===== src/rtl/serial_and_deser.sv =====
// serial_and_deser: bit-serial receiver for the bitwise-AND datapath.
// Takes two LSB-first operand streams, ANDs each qualified bit pair and
// assembles the results into an n-bit word with a one-cycle completion strobe.
//
// Ports:
//   clk        rising-edge clock
//   rst_n      asynchronous active-low reset
//   start      frame start (opens a frame in IDLE, aborts/resyncs in SHIFT)
//   bit_valid  qualifies a_bit/b_bit in SHIFT
//   a_bit      serial operand a, LSB first
//   b_bit      serial operand b, LSB first
//   out        last completed word, out[i] = a_i & b_i
//   out_valid  one-cycle pulse, out just updated
//   busy       frame in progress
//   frame_err  one-cycle pulse, partial frame aborted by an early start
module serial_and_deser #(
  parameter int unsigned n = 8
) (
  input  logic         clk,
  input  logic         rst_n,
  input  logic         start,
  input  logic         bit_valid,
  input  logic         a_bit,
  input  logic         b_bit,
  output logic [n-1:0] out,
  output logic         out_valid,
  output logic         busy,
  output logic         frame_err
);

  localparam int unsigned CW = $clog2(n);

  localparam logic [0:0] ST_IDLE  = 1'b0;
  localparam logic [0:0] ST_SHIFT = 1'b1;

  logic [0:0]   state, state_next;
  logic [CW-1:0] count, count_next;
  logic [n-1:0] shreg, shreg_next;
  logic [n-1:0] out_next;
  logic         out_valid_next;
  logic         busy_next;
  logic         frame_err_next;

  // State and output registers
  always_ff @(posedge clk or negedge rst_n) begin
    if (!rst_n) begin
      state     <= ST_IDLE;
      count     <= '0;
      shreg     <= '0;
      out       <= '0;
      out_valid <= 1'b0;
      busy      <= 1'b0;
      frame_err <= 1'b0;
    end else begin
      state     <= state_next;
      count     <= count_next;
      shreg     <= shreg_next;
      out       <= out_next;
      out_valid <= out_valid_next;
      busy      <= busy_next;
      frame_err <= frame_err_next;
    end
  end

  // Next-state and next-output logic
  always_comb begin
    state_next     = state;
    count_next     = count;
    shreg_next     = shreg;
    out_next       = out;
    out_valid_next = 1'b0;
    frame_err_next = 1'b0;

    case (state)
      ST_IDLE: begin
        if (start) begin
          state_next = ST_SHIFT;
          count_next = '0;
          shreg_next = '0;
        end
      end

      ST_SHIFT: begin
        if (start) begin
          // Early start: drop the partial word and resync; this cycle's bit is discarded
          frame_err_next = 1'b1;
          count_next     = '0;
          shreg_next     = '0;
        end else if (bit_valid) begin
          shreg_next[count] = a_bit & b_bit;
          if (count == CW'(n - 1)) begin
            // Last bit: publish the word including the bit just received
            out_next       = shreg_next;
            out_valid_next = 1'b1;
            state_next     = ST_IDLE;
            count_next     = '0;
          end else begin
            count_next = count + CW'(1);
          end
        end
      end

      default: begin
        state_next = ST_IDLE;
        count_next = '0;
        shreg_next = '0;
      end
    endcase

    busy_next = (state_next == ST_SHIFT);
  end

endmodule

===== config.mk =====
export PLATFORM = sky130hd
export DESIGN_NAME = serial_and_deser
export DESIGN_NICKNAME = d
export VERILOG_FILES = /design/src/rtl/serial_and_deser.sv
export SDC_FILE = /design/constraint.sdc
export NUM_CORES = 1
export LEC_CHECK = 0
export ABC_AREA = 1
export CELL_PAD_IN_SITES_DETAIL_PLACEMENT = 0
export CELL_PAD_IN_SITES_GLOBAL_PLACEMENT = 2
export CORE_MARGIN = 2
export CORE_UTILIZATION = 27
export CTS_CLUSTER_DIAMETER = 50
export DETAILED_ROUTE_END_ITERATION = 16
export PLACE_DENSITY_LB_ADDON = 0.08
export SLEW_MARGIN = 20
export SYNTH_ARGS = -nofsm -noshare
export SYNTH_HDL_FRONTEND = slang
export SYNTH_SLANG_ARGS = --single-unit

===== constraint.sdc =====
create_clock -name clk -period 1.2 [get_ports clk]
set_input_delay 0.3 -clock clk [delete_from_list [all_inputs] [get_ports clk]]
set_output_delay 0.3 -clock clk [all_outputs]
set_load 0.02 [all_outputs]

### After elaboration in Yosys (flattened, before gate mapping)

Cells that the tools add are included.

* bits in registers: 22
* latch bits: 0
* memory bits (writable): 0
* memory bits (read-only): 0
* input port bits: 6
* logic and storage cells: 40
* memories: 0

* $add $sub $neg: 1
* multipliers: 0
* divide/modulo/power cells: 0
* order comparisons: 2
* equal/unequal tests: 3
* shifts and indexed selects: 0
* mux-type cells: 22
* bitwise operators: 3
* reductions and logical operators: 3

Operator list (count)
* $mux W8: 3
* $pmux W8 S2: 1
* $mux W3: 4
* $mux W1: 10
* $bwmux W8: 1
* $pmux W3 S2: 1
* $lt A3 B4 Y1 const B: 1
* $reduce_and A4 Y1: 1
* $add A3 B1 Y3 const B: 1
* $demux W1 S3: 1
* $eq A3 B3 Y1 const B: 1
* $ge A3 B1 Y1 const B: 1
* $ne A3 B3 Y1 const B: 1
* $ne A2 B2 Y1 const B: 1
* $not A1 Y1: 2
* $pmux W1 S2: 1
* $reduce_and A2 Y1: 1
* $and A1 B1 Y1: 1
* $logic_and A1 B1 Y1: 1

### Depth between registers and ports, before layout

* word-level depth: 8
* depth in mapped cells: 7
* mapped depth without buffers: 7

### Worst setup path before layout

OpenSTA, ideal clock, no wires.

* kind: flip-flop to flip-flop
* start point: register count[0]
* end point: register out[0]
* data arrival time: 1075 ps
* data required time: 1083 ps
* slack: 8 ps
* stages on the path, launching flop included: 8
* buffers on the path: 1
* clock period less this slack: 1192 ps
* cell sequence: dfrtp_1 ha_1 ha_1 nand2_1 nor2_2 buf_6 nand3_1 nand2_1

* longest elaborated chain between the ends: 5
* elaborated cells on any way between the ends: 8
* those cells by class: order compare: 2; eq/ne: 1; mux: 3; reduce/logical: 2

RTL lines
* start, declared: line 37 `logic [CW-1:0] count, count_next;`
* start signal, assigned: line 56 `count <= count_next;`
* $lt A3 B4 Y1 (implied by the code) or $ge A3 B1 Y1 (tied branches): line 90 `shreg_next[count] = a_bit & b_bit;`
* $logic_and A1 B1 Y1 (implied by the code): line 90
* $mux W1 (implied by the code): line 90
* $demux W1 S3: line 90
* $bwmux W8: line 90
* end signal, assigned: line 58 `out <= out_next;`
* end, declared: line 25 `output logic [n-1:0] out,`

Several ways; a longest one is shown, not always the timed one.
A chain may end at the register's enable or synchronous reset.

### Final worst setup path

* start point: register count[0]
* end point: register out[2]

The elaborated chain is that of the path after synthesis.

==> impl_summary.log <==
[metrics] Detailed Route Iter0 Violations: 25
[metrics] Worst Max-Slew Pin Slew: 0.183 ns
[metrics] count of buffers inserted at the top-level ports: 16
[metrics] routed vias: 909
[metrics] vertical extent of the die: 67.2 um
[metrics] final WL: 2.54 mm
[metrics] kind of critical path: reg -> reg
[metrics] Total Neg Setup Slack: -0.423 ns
[metrics] antenna viol nets, final: 0
[metrics] number of instances in the synthesized netlist: 131
[metrics] latest clock arrival within the worst-skew pair: 0.25 ns
[metrics] total of endpoints with negative setup slack in the final report: 10
[metrics] TritonCTS clock tree: yes
[metrics] Leakage Power: 0.784 nW
[metrics] gpl congestion: 0.838
[metrics] root cell of the clock tree: clkbuf_8
[metrics] sequential element share of the synthesized area: 0.510
[metrics] hold violation total from the final report: 0
[metrics] Final Util: 0.403
[metrics] number of detailed-routing iterations run before antenna repair: 4
[metrics] max_cap viols: 0
[metrics] Std-Cell Core Area: 3740 um^2
[metrics] maximum fanout along the worst path: 4
[metrics] Avg Synthesized Cell Area: 8.24 um^2
[metrics] post-route cell area: 1510 um^2
[metrics] number of nets in the layout: 174
[metrics] class of the most critical hold timing path: in -> async
[metrics] Hold Worst Slack: 0.379 ns
[metrics] worst-case setup margin in the final layout: -0.0759 ns
[metrics] distinct cell type count of the synthesized netlist: 15
[metrics] required time worst endpoint: 1.40 ns
[metrics] post-placement setup slack: -0.225 ns
[metrics] ordered cell list for the critical path: ha_2 > ha_4 > nand2_4 > nor2_4 > buf_6 > nand3_2 > nand2_1
[metrics] placed wire-length estimate after detailed placement: 1.71 mm
[metrics] largest net degree at the start of global routing: 23
[metrics] count of inserted antenna diode cells: 0
[metrics] cell row count: 22
[metrics] TritonCTS Buffers: 3
[metrics] count of hold-fix buffers inserted at cts: 0
[metrics] portion of synthesized cell area occupied by the leading cell type: 0.510
[metrics] Slowest-stage cell, CP: dfrtp_1
[metrics] startpoint type of the worst setup path: flip-flop
[metrics] violations in the final reports: negative setup slack
[metrics] initial antenna violation count: 0
[metrics] total congestion overflow after global routing: 0
[metrics] area post-placement: 1370 um^2
[metrics] result of the run: finished, violations left
[metrics] buffers and inverters on the worst path: 1
[metrics] clock tree buffer depth: 2
[metrics] leading area contributor after synthesis: dfrtp_1
[metrics] TritonCTS Sinks: 22
[metrics] share of async-settable or async-resettable flops after synthesis: 1.00
[metrics] share of layout cells above drive strength 1: 0.345
[metrics] final worst path period need: 1.28 ns
[metrics] IR Drop Worst-Case VDD: 465 uV
[metrics] cell area after synthesis: 1080 um^2
[metrics] Vias/cell: 4.27
[metrics] # IOs: 17
[metrics] vias in the first global route: 900
[metrics] maximum achievable frequency: 784 MHz
[metrics] crit-path leading delay family: flip-flops
[metrics] initial cell density of the core: 0.288
[metrics] power density of the placed cells: 983 nW/um^2
[metrics] Die X: 67.2 um
[metrics] clk slew on worst S/H paths: 0.08 ns
[metrics] portion of the clock cycle consumed by the worst path in the final layout: 1.06
[metrics] top-count cell post-synth: nand2_1
[metrics] Clock H-tree levels: 1
[metrics] worst-case clock skew: 0.00371 ns
[metrics] floorplan die area: 4520 um^2
[metrics] first-pass GRT wire length: 4.44 mm
[metrics] sort of element at the end of the critical path: flip-flop
[metrics] number of remaining DRC errors: 0
[metrics] worst slew margin relative to its limit: 0.878
[metrics] routed wirelength normalized by instance count: 11.9 um
[metrics] RSZ-0062 raised after global routing: true
[metrics] CP max stage delay: 0.38 ns
[metrics] most used flip-flop cell after synthesis: dfrtp_1
[metrics] yosys synthesis warning count: 0
[metrics] global-route usage over all layers: 0.129
[metrics] max-slew violations: 0
[metrics] data arrival at the endpoint of the critical path: 1.47 ns
[metrics] cell types with the largest area share after synthesis: dfrtp_1 (51%), nand2_1 (17%), nand3_1 (10%)
[metrics] commonest cells in the synthesized netlist: nand2_1 (50), dfrtp_1 (22), nand3_1 (22)
[metrics] Yosys reg bits: 22
[metrics] Synth Net Count: 139
[metrics] growth of design area from synthesis to finish: 39.9%
[metrics] Post-synth EDFFs: 0
[routing by layer]
layer | routed length, um | vias to the layer above | share of wire | global-route usage
li1 | - | 490 | - | -
met1 | 1310 | 402 | 0.52 | 0.193
met2 | 1090 | 15 | 0.43 | 0.189
met3 | 113 | 2 | 0.045 | 0.0167
met4 | 23 | 0 | 0.0091 | 0.0459
met5 | 0 | - | 0 | 0
[through the flow]
stage               std cells  power, W
finish                    213   0.00148
global route              213   0.00157
CTS                       211   0.00150
detailed placement        203  0.000955
global placement          203  0.000957
floorplan                 131  0.000882
[timing repair]
item / CTS / global route
buffers inserted: 3 / 2
gates resized for setup: 54 / 17
setup endpoints to repair: 19 / 26
pin swaps: 5 / 6
gates cloned: 1 / 1
[report_power, final]
part | internal, W | total, W | switching, W
clock | 0.000292 | 0.000520 | 0.000228
combinational | 0.0000769 | 0.000197 | 0.000120
sequential | 0.000757 | 0.000767 | 0.00000977
[registers in the layout, summed over array words and instances, names as in the netlist]
register and cells:
out_valid 1, out 8, state 1, count 3, shreg 8, frame_err 1
[cells by family (layout without fill, tap and decap cells)]
| logic type | Yosys count | after routing | synth area share |
|---|---|---|---|
| compound gates | 5 | 5 | 0.0348 |
| fa+ha+maj | 2 | 2 | 0.0232 |
| buf+inv | 18 | 52 | 0.0892 |
| flops | 22 | 22 | 0.510 |
| simple gates | 84 | 84 | 0.343 |
[cells in the final DEF, fill, tap and decap left out, drive strengths merged]
master         count
nand2             50
buf               28
dfrtp             22
nand3             22
inv               13
nand4              6
nor2               6
clkdlybuf4s50      5
clkbuf             5
o21ai              3
o21bai             2
ha                 2
clkdlybuf4s15      1
[final cells by class]
class	instances	area (um^2)
Multi-Input combinational cell	91	510
Clock buffer	4	55.1
Timing Repair Buffer	35	279
Sequential cell	22	552
Tap cell	48	60.1
Inverter	13	53.8
Fill cell	396	2230
[final timing paths]
check / startpoint / endpoint / slack, ns / cells after the start
setup / recovery: count[0] / out[2] / -0.08 / 7
max in group asynchronous: rst_n / count[2] / 0.67 / 2
hold reg to reg: out[6] / out[6] / 0.47 / 2
hold / removal: rst_n / state / 0.38 / 2
min in group clk: out[6] / out[6] / 0.47 / 2
setup reg to reg: count[0] / out[2] / -0.08 / 7
(Power assumes the default switching activity.)
